<file path="config.mk">
export PLATFORM = sky130hd
export DESIGN_NAME = uart_cmd_responder
export DESIGN_NICKNAME = d
export VERILOG_FILES = /design/src/rtl/uart_cmd_pkg.sv /design/src/rtl/uart_tx_handshake.sv /design/src/rtl/uart_cmd_responder.sv
export SDC_FILE = /design/constraint.sdc
export NUM_CORES = 1
export LEC_CHECK = 0
export BUFFER_PORTS_ARGS = -buffer_cell sky130_fd_sc_hd__buf_2
export CAP_MARGIN = 0
export CORE_UTILIZATION = 40
export CTS_CLUSTER_DIAMETER = 50
export DETAILED_ROUTE_END_ITERATION = 8
export GPL_TIMING_DRIVEN = 0
export HOLD_SLACK_MARGIN = 0.1
export PLACE_DENSITY = 0.76
export REMOVE_ABC_BUFFERS = 1
export SLEW_MARGIN = 20
export SYNTH_ARGS = -nofsm -noshare
export SYNTH_HDL_FRONTEND = slang
export SYNTH_SLANG_ARGS = --single-unit
</file>
<file path="constraint.sdc">
create_clock -name clock -period 2.15 [get_ports clock]
set_input_delay 0.1075 -clock clock [delete_from_list [all_inputs] [get_ports clock]]
set_output_delay 0.1075 -clock clock [all_outputs]
set_load 0.005 [all_outputs]
</file>
<file path="src/rtl/uart_cmd_pkg.sv">
// Shared definitions for the Uart command responder.
// Holds the command/response byte constants, the responder FSM state
// encoding, the read/write mode encoding and the transmit handshake phases.
// Optional feature macro used elsewhere: UART_RESP_TIMEOUT_EN.
package uart_cmd_pkg;

  localparam logic [7:0] OP_READ  = 8'h52;  // 'R'
  localparam logic [7:0] OP_WRITE = 8'h57;  // 'W'
  localparam logic [7:0] ACK_BYTE = 8'h4B;  // 'K'
  localparam logic [7:0] NAK_BYTE = 8'h3F;  // '?'

  localparam int unsigned DEFAULT_TIMEOUT_CYCLES = 50_000_000;
  localparam int          GAP_W                  = 26;

  typedef enum logic [2:0] {
    IDLE,
    GET_ADDR,
    GET_DATA,
    BUS_WR,
    BUS_RD,
    BUS_WAIT,
    TX_REQ,
    TX_BUSY
  } state_t;

  typedef enum logic {
    MODE_RD = 1'b0,
    MODE_WR = 1'b1
  } mode_t;

  typedef enum logic [1:0] {
    HS_IDLE,
    HS_REQ,
    HS_BUSY
  } hs_state_t;

endpackage

</file>
<file path="src/rtl/uart_tx_handshake.sv">
// Request-hold-until-accepted transmit handshake toward the Uart.
// The Uart only samples write_enable on its baud slice boundary, so the
// request is held (with tx_data stable) until tx_ready is seen low, then the
// block waits for the transmitter to go idle again.
// Ports:
//   clock, reset  - system clock, asynchronous active-high reset
//   start, data   - one-cycle start pulse and the byte to send
//   tx_ready      - Uart transmitter idle
//   tx_data       - byte presented to the Uart
//   write_enable  - held transmit request
//   accepted      - pulse: Uart took the request (tx_ready went low)
//   done          - pulse: transmitter idle again, frame finished
module uart_tx_handshake
  import uart_cmd_pkg::*;
  (
    input  logic       clock,
    input  logic       reset,
    input  logic       start,
    input  logic [7:0] data,
    input  logic       tx_ready,
    output logic [7:0] tx_data,
    output logic       write_enable,
    output logic       accepted,
    output logic       done
  );

  hs_state_t state, next_state;

  // NOTE: state registers use non-blocking assignments so every flop samples
  // pre-edge values regardless of process evaluation order.
  always_ff @(posedge clock or posedge reset) begin
    if (reset) begin
      state   <= HS_IDLE;
      tx_data <= '0;
    end else begin
      state <= next_state;
      if (start && state == HS_IDLE) tx_data <= data;
    end
  end

  // NOTE: every output of this block gets a default first, so no path through
  // the case statement can leave a signal unassigned and infer a latch.
  always_comb begin
    next_state   = state;
    write_enable = 1'b0;
    accepted     = 1'b0;
    done         = 1'b0;
    case (state)
      HS_IDLE: if (start) next_state = HS_REQ;
      HS_REQ: begin
        write_enable = 1'b1;
        if (!tx_ready) begin
          accepted   = 1'b1;
          next_state = HS_BUSY;
        end
      end
      HS_BUSY: begin
        if (tx_ready) begin
          done       = 1'b1;
          next_state = HS_IDLE;
        end
      end
      default: next_state = HS_IDLE;
    endcase
  end

endmodule

</file>
<file path="src/rtl/uart_cmd_responder.sv">
// Byte-level command responder behind a Uart byte interface.
// Commands: 'R' addr -> reply with register byte; 'W' addr data -> register
// write, reply 'K'; any other opcode -> reply '?'. Bytes arriving while a
// command is executing or its reply is in flight are dropped.
// Optional feature: define UART_RESP_TIMEOUT_EN to abandon a partial command
// after TIMEOUT_CYCLES idle cycles between its bytes (no reply, no bus access).
// Ports:
//   clock, reset                 - system clock, asynchronous active-high reset
//   uart_rx_data, uart_rx_ready  - received byte and its level ready flag
//   uart_tx_data, uart_write_enable, uart_tx_ready - transmit handshake
//   bus_addr, bus_wdata, bus_we, bus_re, bus_rdata  - register bus, 1-cycle read latency
//   busy                         - high whenever a command is in progress
module uart_cmd_responder
  import uart_cmd_pkg::*;
  #(
    parameter int unsigned TIMEOUT_CYCLES = DEFAULT_TIMEOUT_CYCLES
  )
  (
    input  logic       clock,
    input  logic       reset,
    input  logic [7:0] uart_rx_data,
    input  logic       uart_rx_ready,
    output logic [7:0] uart_tx_data,
    output logic       uart_write_enable,
    input  logic       uart_tx_ready,
    output logic [7:0] bus_addr,
    output logic [7:0] bus_wdata,
    output logic       bus_we,
    output logic       bus_re,
    input  logic [7:0] bus_rdata,
    output logic       busy
  );

  state_t     state, next_state;
  mode_t      mode;
  logic       rx_ready_q;
  logic       byte_strb;
  logic       gap_expired;
  logic       hs_start;
  logic [7:0] hs_byte;
  logic       hs_accepted;
  logic       hs_done;

  // rx_ready is a level; a new byte is its rising edge. The history flop
  // resets high so a level already present at reset is not a new byte.
  assign byte_strb = uart_rx_ready & ~rx_ready_q;

  always_ff @(posedge clock or posedge reset) begin
    if (reset) begin
      state      <= IDLE;
      rx_ready_q <= 1'b1;
      mode       <= MODE_RD;
      bus_addr   <= '0;
      bus_wdata  <= '0;
    end else begin
      state      <= next_state;
      rx_ready_q <= uart_rx_ready;
      if (byte_strb) begin
        case (state)
          IDLE:     mode      <= (uart_rx_data == OP_WRITE) ? MODE_WR : MODE_RD;
          GET_ADDR: bus_addr  <= uart_rx_data;
          GET_DATA: bus_wdata <= uart_rx_data;
          default: ;
        endcase
      end
    end
  end

`ifdef UART_RESP_TIMEOUT_EN
  localparam logic [GAP_W-1:0] GAP_LAST = GAP_W'(TIMEOUT_CYCLES - 1);
  logic [GAP_W-1:0] gap_cnt;

  // Counts idle cycles only while waiting for the next byte of a command.
  always_ff @(posedge clock or posedge reset) begin
    if (reset) begin
      gap_cnt <= '0;
    end else if (byte_strb || !(state == GET_ADDR || state == GET_DATA)) begin
      gap_cnt <= '0;
    end else begin
      gap_cnt <= gap_cnt + 1'b1;
    end
  end

  assign gap_expired = (gap_cnt == GAP_LAST);
`else
  assign gap_expired = 1'b0;
`endif

  always_comb begin
    next_state = state;
    hs_start   = 1'b0;
    hs_byte    = NAK_BYTE;
    bus_we     = (state == BUS_WR);
    bus_re     = (state == BUS_RD);
    busy       = (state != IDLE);
    case (state)
      IDLE: begin
        if (byte_strb) begin
          if (uart_rx_data == OP_READ || uart_rx_data == OP_WRITE) begin
            next_state = GET_ADDR;
          end else begin
            hs_start   = 1'b1;
            next_state = TX_REQ;
          end
        end
      end
      GET_ADDR: begin
        if (byte_strb)        next_state = (mode == MODE_RD) ? BUS_RD : GET_DATA;
        else if (gap_expired) next_state = IDLE;
      end
      GET_DATA: begin
        if (byte_strb)        next_state = BUS_WR;
        else if (gap_expired) next_state = IDLE;
      end
      BUS_WR: begin
        hs_start   = 1'b1;
        hs_byte    = ACK_BYTE;
        next_state = TX_REQ;
      end
      BUS_RD: next_state = BUS_WAIT;
      BUS_WAIT: begin
        // Read data is valid exactly one cycle after bus_re.
        hs_start   = 1'b1;
        hs_byte    = bus_rdata;
        next_state = TX_REQ;
      end
      TX_REQ:  if (hs_accepted) next_state = TX_BUSY;
      TX_BUSY: if (hs_done)     next_state = IDLE;
      default: next_state = IDLE;
    endcase
  end

  uart_tx_handshake u_tx (
    .clock        (clock),
    .reset        (reset),
    .start        (hs_start),
    .data         (hs_byte),
    .tx_ready     (uart_tx_ready),
    .tx_data      (uart_tx_data),
    .write_enable (uart_write_enable),
    .accepted     (hs_accepted),
    .done         (hs_done)
  );

endmodule
</file>
### Word-level counts from Yosys, hierarchy flattened

Cells that the tools add are included.

| storage, ports and cells | value |
|---|---|
| word-level logic and storage cells | 61 |
| register bits | 31 |

| operators by class | value |
|---|---|
| bitwise gates (word level) | 2 |
| equality and inequality tests | 19 |
| reductions and logical operators | 11 |
| multiplexer cells | 22 |

Operators with widths:

| operator | count |
|---|---|
| $mux W3 | 7 |
| $pmux W3 S7 | 1 |
| $eq A8 B7 Y1 const B | 2 |
| $pmux W8 S2 | 1 |
| $ne A2 B2 Y1 const B | 7 |
| $eq A3 B3 Y1 const B | 4 |
| $mux W1 | 8 |
| $eq A3 B2 Y1 const B | 2 |
| $mux W2 | 3 |
| $pmux W2 S3 | 1 |
| $reduce_and A2 Y1 | 3 |
| $reduce_and A5 Y1 | 1 |
| $eq A3 B1 Y1 const B | 1 |
| $logic_not A3 Y1 | 1 |
| $reduce_and A3 Y1 | 1 |
| $reduce_bool A3 Y1 | 1 |
| $eq A2 B1 Y1 const B | 1 |
| $eq A2 B2 Y1 const B | 1 |
| $logic_not A2 Y1 | 1 |
| $ne A2 B1 Y1 const B | 1 |
| $pmux W1 S2 | 1 |
| $reduce_or A2 Y1 | 1 |
| $and A1 B1 Y1 | 1 |
| $logic_and A1 B1 Y1 | 1 |
| other kinds (2) | 2 |

### Logic depth before layout (Yosys ltp)

Gate-level depths: netlist of the first run.

| depth | value |
|---|---|
| word-level depth | 7 |
| depth in mapped cells | 5 |

### Modules after synthesis

A second synthesis of the first run with hierarchy kept.

| unflattened totals | value |
|---|---|
| cell total of the unflattened synthesis | 123 |
| area, all modules | 1478.9 um^2 |

Modules (own cells, without submodules):

| module | sequential area each (um^2) | area an instance (um^2) | times used | cells an instance |
|---|---|---|---|---|
| uart_cmd_responder | 526.8 | 1069.8 | 1 | 95 |
| uart_tx_handshake | 250.2 | 409.1 | 1 | 28 |

### Worst setup path after synthesis of the first run

OpenSTA, ideal clock, no wires.

| timing path | value |
|---|---|
| path kind | input -> register |
| start point | input uart_rx_data[7] |
| end point | register state[1] |
| arrival time | 1.334 ns |
| setup time | 0.149 ns |
| stages | 4 |
| required time | 2.001 ns |
| buffers on the path | 0 |
| setup slack | 0.667 ns |
| cell sequence | or4b_4 or3_4 a221oi_2 a41oi_1 |

| between the ends | value |
|---|---|
| word-level cells in the longest chain between the ends | 5 |
| elaborated cells on any way between the ends | 6 |
| classes of those cells | 2 x eq/ne; 3 x mux; 1 x reduce/logical |

RTL lines:

| what | RTL line | RTL |
|---|---|---|
| start, declared | uart_cmd_responder.sv:21 | `input logic [7:0] uart_rx_data,` |
| $eq A8 B7 Y1 | uart_cmd_responder.sv:99 | `if (uart_rx_data == OP_READ \|\| uart_rx_data == OP_WRITE) begin` |
| $logic_or A1 B1 Y1 (*) | uart_cmd_responder.sv:99 |  |
| $mux W3 (*) | uart_cmd_responder.sv:99 |  |
| $mux W3 (*) | uart_cmd_responder.sv:98 | `if (byte_strb) begin` |
| $pmux W3 S7 (*) | uart_cmd_responder.sv:96 | `case (state)` |
| end signal, assigned | uart_cmd_responder.sv:56 | `state <= next_state;` |
| end, declared | uart_cmd_responder.sv:34 | `state_t state, next_state;` |

Mark *: on every way between the ends. The rest lies on a longest branch, timed or not. The select of a mux whose other input is x is not followed.
A chain may end at the register's enable or synchronous reset.

### Worst setup path in the final report of the first run

| timing path | value |
|---|---|
| start point | input uart_rx_data[7] |
| end point | register mode |

| between the ends | value |
|---|---|
| word-level cells in the longest chain between the ends | 2 |

RTL lines:

| what | RTL line | RTL |
|---|---|---|
| $eq A8 B7 Y1 | uart_cmd_responder.sv:60 | `IDLE: mode <= (uart_rx_data == OP_WRITE) ? MODE_WR : MODE_RD;` |
| $mux W1 | uart_cmd_responder.sv:60 |  |
| end signal, assigned | uart_cmd_responder.sv:60 |  |
| end, declared | uart_cmd_responder.sv:35 | `mode_t mode;` |

Every way passes these cells.

==> results_dict.tcl, run 1 <==
set metrics [dict create \
    final_common_cell "buf_2" \
    power_frac_comb_pct 37.7 \
    yosys-mux-area-fraction_pct 12.6 \
    worstMarginPinSlew_ns 0.621 \
    dp_slack_ns 0.414 \
    swShare_pct 36.5 \
    final_cell_mix "buf_2, dfrtp_1, dlygate4sd3_1" \
    grt_pass1_wl_um 5280 \
    power_switching_w 0.000806 \
    grt_max_degree 32 \
    synthFlopType "dfrtp_1" \
    synthSimpleGateAreaFrac_pct 19.2 \
    port_buffers 47 \
    synth_xor_xnor_area_share_pct 1.84 \
    clockRootBuffer "clkbuf_4" \
    crit_fanout 3 \
    rsz0062_at_grt "false" \
    power.internal_w 0.00140 \
    dp_hpwl_um 2340 \
    clock_sinks 31 \
    clk_path_buf_depth 2 \
    rr_startpoint "state[1]$_DFFE_PP0P_" \
    dr.pass1.iters 4 \
    die_h_um 61.8 \
    startpoint_type "input port" \
    max_freq_mhz 500 \
    hold_slack_ns 0.392 \
    cap_violations 0 \
    synthArstFlopShare_pct 100 \
    finalHoldViolCount 0 \
    synth_cell_types 35 \
    grt_use_total_pct 19.5 \
    critPathKind "input port to flop" \
    synth_area_mm2 0.00143 \
    arrival_ns 2.26 \
    cts_tree "done" \
    cp.required_ns 2.41 \
    htreeDepth 2 \
    r2r_cells 4 \
    leakage_nw 0.916 \
    final.setup.worst_slack_ns 0.150 \
    synth-edff-count 0 \
    grt_overflow_total 0 \
    p_clk_share_pct 14.4 \
    routedWlPerCell_um 13.7 \
    drive_gt1_share_pct 38.9 \
    drt-initial-drc-count 39 \
    peakVddDrop_v 0.000567 \
    clock-skew-final_ns 0.00409 \
    ios 48 \
    fin_tns_setup_ns 0 \
    numCtsBuffers 5 \
    synth_seq_cells 31 \
    setup.reg_to_reg.worst_slack_ns 0.37 \
    antenna_cells 0 \
    setup_violations 0 \
    vias_per_cell 5.16 \
    crit_path_end_kind "flop" \
    synth_compound_area_share_pct 10.2 \
    synth.avg_cell_area_um2 11.3 \
    ant_nets 0 \
    finalMaxSlewViolations 0 \
    rows 21 \
    cts.clk_slew.worst_paths_ns 0.09 \
    seqPwrFrac_pct 47.9 \
    r2r_end "u_tx.tx_data[6]$_DFFE_PP0P_" \
    period_needed_ns 2.00 \
    synth-adder-area-share_pct 0 \
    finalCritPeriodShare_pct 93.0 \
    antenna_found_initial 0 \
    syn_inst 127 \
    yosysSeqAreaShare_pct 54.3 \
    syn_to_final_growth_pct 36.9 \
    gp_congestion 0.838 \
    initial_core_util_pct 42.2 \
    routed_wl_um 3330 \
    clock_latency_ns 0.33 \
    status "completed" \
    die_x_um 61.8 \
    slew_headroom_pct 58.6 \
    core_mm2 0.00339 \
    synth_top_family_by_area "simple AND/OR/NAND/NOR gates" \
    yosys_warnings 0 \
    first_global_vias 1170 \
    vias 1258 \
    hold_class "input port to asynchronous set/reset pin" \
    fin_nets 217 \
    drcViolationCount 0 \
    dieArea_mm2 0.00382 \
    power.density_mw_per_mm2 1130 \
]
==> flip-flops by register name, summed over array words and instances, names as in the netlist <==
signal        cells
u_tx.tx_data      8
u_tx.state        2
bus_addr          8
mode              1
state             3
rx_ready_q        1
bus_wdata         8
==> synth_stat cells, drive strengths merged, types with 2 or more instances <==
cell	count	area [µm²]
dfrtp	30	751
mux2	16	180
nor2	12	45.0
a21oi	11	55.1
nand2	9	33.8
nor3	6	30.0
nand3	5	25.0
o21ai	5	25.0
clkbuf	3	11.3
inv	3	11.3
nand4	3	25.0
nor2b	2	12.5
nor3b	2	15.0
or4b	2	23.8
xor2	2	17.5
==> power by group through the flow <==
| stage | sequential (W) | combinational, W | clock (W) |
|---|---|---|---|
| after CTS | 0.00105 | 0.000838 | 0.000324 |
| after global placement | 0.00104 | 0.000773 | 0 |
| after detailed placement | 0.00106 | 0.000810 | 0 |
| final | 0.00106 | 0.000833 | 0.000318 |
| after floorplan | 0.00104 | 0.000457 | 0 |
| after global routing | 0.00110 | 0.000947 | 0.000346 |
==> how the worst max path moves through the flow <==
stage                         start                     endpoint  slack [ns]  cells past startpoint
6_report            uart_rx_data[7]             mode$_DFFE_PP0P_        0.15                      7
5_1_grt             uart_rx_data[7]             mode$_DFFE_PP0P_        0.05                      7
4_1_cts             uart_rx_data[7]             mode$_DFFE_PP0P_        0.17                      7
3_5_place_dp   state[1]$_DFFE_PP0P_  u_tx.tx_data[6]$_DFFE_PP0P_        0.41                      4
3_3_place_gp   state[1]$_DFFE_PP0P_  u_tx.tx_data[6]$_DFFE_PP0P_        0.39                      4
2_1_floorplan  state[0]$_DFFE_PP0P_         state[0]$_DFFE_PP0P_        0.63                      4
==> kinds of logic after synthesis <==
kind of cell	after synthesis
and+or+nand+nor	47
DFF	31
AOI/OAI and AO/OA	23
muxes	16
buffers and inverters	7
xor gates and xnor gates	3
==> worst max-delay path, stage by stage <==
cell,delay (ns)
dlygate4sd3_1,0.54
buf_2,0.14
or4b_4,0.55
nor2_1,0.17
nand3_1,0.08
dlygate4sd3_1,0.55
o21ai_1,0.11
==> timing repair <==
action / in CTS / in global routing
buffers inserted: 0 / 0
hold endpoints to repair: 58 / 0
gates resized for setup: 0 / 0
hold buffers: 20 / 0
==> metal layers <==
metal | part of all wire (%) | up-vias | track usage (%)
met5 | 0 | - | 0
met1 | 44 | 602 | 24.3
li1 | - | 604 | -
met2 | 49 | 48 | 32.9
met3 | 5.4 | 4 | 6.42
met4 | 0.84 | 0 | 4.76
==> final cells by class <==
class                           instances  area, µm²
Fill cell                             289       1430
Sequential cell                        31        777
Multi-Input combinational cell         89        627
Timing Repair Buffer                   67        435
Tap cell                               46       57.6
Clock buffer                            7       45.0
Inverter                                3       11.3
Clock inverter                          1       5.00
==> stage by stage <==
stage               utilization (%)  total power, W  area (µm²)  std cells
floorplan                         -         0.00150        1420        123
global placement               50.4         0.00181        1710        216
detailed placement             50.4         0.00187        1710        216
CTS                            57.8         0.00221        1960        244
global route                   57.8         0.00239        1960        244
finish                         57.8         0.00221        1960        244
(Power assumes the default switching activity.)
==> run 2, diff against run 1 <==
Settings changed: ABC_AREA set to 1, PLACE_DENSITY 0.76 to 0.75.
==> run 2 against run 1 <==
  * Die area rose by 6.9%
  * Core utilization shrank 4.4 points
  * Largest cell class unchanged
  * Sequential share of layout area rose by 0.076 points
  * Power rose by 23%
  * Critical path type unchanged
  * Synthesized area up 7.2%
  * Clock skew up 0.0012 ns
==> results_dict.tcl, run 2 <==
set metrics [dict create \
    cap_violations 0 \
    die_h_um 63.9 \
    final_cell_mix "nand2_1, buf_2, dfrtp_1" \
    status "completed" \
    numCtsBuffers 5 \
    yosysSeqAreaShare_pct 50.7 \
    critical-path-max-stage-delay_ns 0.52 \
    synth_area_mm2 0.00153 \
    power_switching_w 0.00110 \
    initial_core_util_pct 41.9 \
    finalHoldViolCount 0 \
    cts_tree "done" \
    netlist.area_leader.share_pct 49.0 \
    seqPwrFrac_pct 38.3 \
    critPathKind "input port to flop" \
    clock_sinks 31 \
    synth.avg_cell_area_um2 8.15 \
    r2r_cells 9 \
    routed_wl_um 3050 \
    vias_per_cell 4.57 \
    synth_most_common_cell "nand2_1" \
    antenna_found_initial 0 \
    dr.pass1.iters 4 \
    dp_hpwl_um 2290 \
    clock_latency_ns 0.28 \
    cp_slowest_cell "dlygate4sd3_1" \
    syn_inst 188 \
    synth_cell_types 23 \
    yosys_warnings 0 \
    dieArea_mm2 0.00408 \
    hold_slack_ns 0.107 \
    period_needed_ns 1.42 \
    cts.clk_slew.worst_paths_ns 0.06 \
    postCtsSetupBuffers 0 \
    rows 22 \
    slew_headroom_pct 58.3 \
    fin_nets 265 \
    peakVddDrop_v 0.000397 \
    cp.depth 9 \
    core_mm2 0.00366 \
    antenna_cells 0 \
    die_x_um 63.9 \
    port_buffers 47 \
    fin_tns_setup_ns 0 \
    grt_use_total_pct 16.8 \
    crit_top_cell "nand2_1" \
    crit_path_end_kind "flop" \
    synth_seq_cells 31 \
    first_global_vias 1242 \
    placed_cells 280 \
    htreeDepth 2 \
    swShare_pct 40.4 \
    power.density_mw_per_mm2 1390 \
    largest_registers "bus_addr: 8 flops, bus_wdata: 8 flops, u_tx.tx_data: 8 flops" \
    hold_class "input port to flop" \
    vias 1338 \
    hold_depth 3 \
    crit_buf_inv 2 \
    crit_fanout 10 \
    power.internal_w 0.00162 \
    final_cell_count_no_fill 293 \
    critical_path.top_delay_family "simple AND/OR/NAND/NOR gates" \
    rsz0062_at_grt "false" \
    finalCritPeriodShare_pct 65.9 \
    yosysTopAreaCell "dfrtp_1" \
    clk_path_buf_depth 2 \
    nFillCells 353 \
    grt_overflow_total 0 \
    worstMarginPinSlew_ns 0.625 \
    clockRootBuffer "clkbuf_8" \
    cp.required_ns 2.31 \
    power_frac_comb_pct 45.3 \
    final_common_cell "nand2_1" \
    grt_max_degree 32 \
    ys_top_cells_by_count "nand2_1, dfrtp_1, inv_1" \
    leakage_nw 1.09 \
    synthFlopType "dfrtp_1" \
    max_freq_mhz 706 \
    cp_cell_sequence "dlygate4sd3_1, buf_2, nand2_1, nor3_1, nand2_1, nand2_4, nand2_4, nand2_1, nand2_1" \
    ios 48 \
    startpoint_type "input port" \
    arrival_ns 1.58 \
    synth_area_leaders "dfrtp_1, nand2_1, nand3_1" \
    grt_pass1_wl_um 5200 \
    ant_nets 0 \
    drt-initial-drc-count 72 \
    gp_congestion 0.848 \
    syn_to_final_growth_pct 27.5 \
    finalMaxSlewViolations 0 \
    final.setup.worst_slack_ns 0.734 \
    synthArstFlopShare_pct 100 \
    p_clk_share_pct 16.4 \
    drcViolationCount 0 \
    dp_slack_ns 0.771 \
    drive_gt1_share_pct 32.2 \
    routedWlPerCell_um 10.4 \
    setup_violations 0 \
    synth-edff-count 0 \
    clock-skew-final_ns 0.00531 \
]
[run 2: power groups by stage]
stage / sequential, W / combinational [W] / clock, W
CTS: 0.00104 / 0.00125 / 0.000460
floorplan: 0.00105 / 0.000826 / 0
global placement: 0.00104 / 0.00121 / 0
detailed placement: 0.00105 / 0.00124 / 0
global route: 0.00108 / 0.00141 / 0.000491
finish: 0.00104 / 0.00123 / 0.000445
[run 2: routing by layer]
metal | up-vias | global-route usage, % | share of wire [%]
li1 | 709 | - | -
met2 | 29 | 27.7 | 49
met4 | 0 | 6.82 | 1.2
met1 | 596 | 20.4 | 45
met3 | 4 | 5.00 | 4.8
met5 | - | 0 | 0
[run 2: final cells by class]
cell class,instances,area (µm²),share of cell area [%]
Inverter,26,103,5.25
Clock buffer,6,82.6,4.23
Multi-Input combinational cell,128,632,32.3
Tap cell,48,60.1,3.07
Sequential cell,31,777,39.8
Clock inverter,1,5.00,0.256
Timing Repair Buffer,53,295,15.1
[run 2: worst reg2reg max path, cell delays in order, from the launching register on]
cell and delay, ns:
dfrtp_1 0.49, nor2_4 0.20, nand2_4 0.07, inv_4 0.06, nand2_2 0.05, nor2_2 0.12
nand2_4 0.11, nand2_4 0.11, nand2_1 0.05, nand2_1 0.05
[run 2: path summary, 6_finish.rpt]
check,from,slack [ns],to
max reg2reg,state[2]$_DFFE_PP0P_,0.78,u_tx.tx_data[5]$_DFFE_PP0P_
max in group asynchronous,reset,1.28,state[1]$_DFFE_PP0P_
max,uart_rx_data[4],0.73,u_tx.tx_data[5]$_DFFE_PP0P_
min in group asynchronous,reset,0.46,mode$_DFFE_PP0P_
min reg2reg,bus_addr[6]$_DFFE_PP0P_,0.48,bus_addr[6]$_DFFE_PP0P_
min,uart_rx_data[6],0.11,bus_wdata[6]$_DFFE_PP0P_
[run 2: cell families (layout without fill, tap and decap cells)]
logic type             Yosys count  after routing  share of synthesized area, %
buffers and inverters           29             86                          8.08
AND/OR/NAND/NOR                103            103                          33.0
flip-flops                      31             31                          50.7
AO/OA/AOI/OAI                   25             25                          8.24
[run 2: metrics by stage]
stage / power [W] / utilization [%] / cell area [µm²]
floorplan: 0.00188 / - / 1510
global placement: 0.00225 / 49.4 / 1810
detailed placement: 0.00229 / 49.4 / 1810
CTS: 0.00275 / 53.4 / 1950
global route: 0.00299 / 53.4 / 1950
finish: 0.00271 / 53.4 / 1950
[run 2: repair_timing]
action | CTS | global route
gates resized for setup | 0 | 0
endpoints found under the setup margin | 0 | 0
hold buffers | 6 | 0
endpoints found under the hold margin | 35 | 0
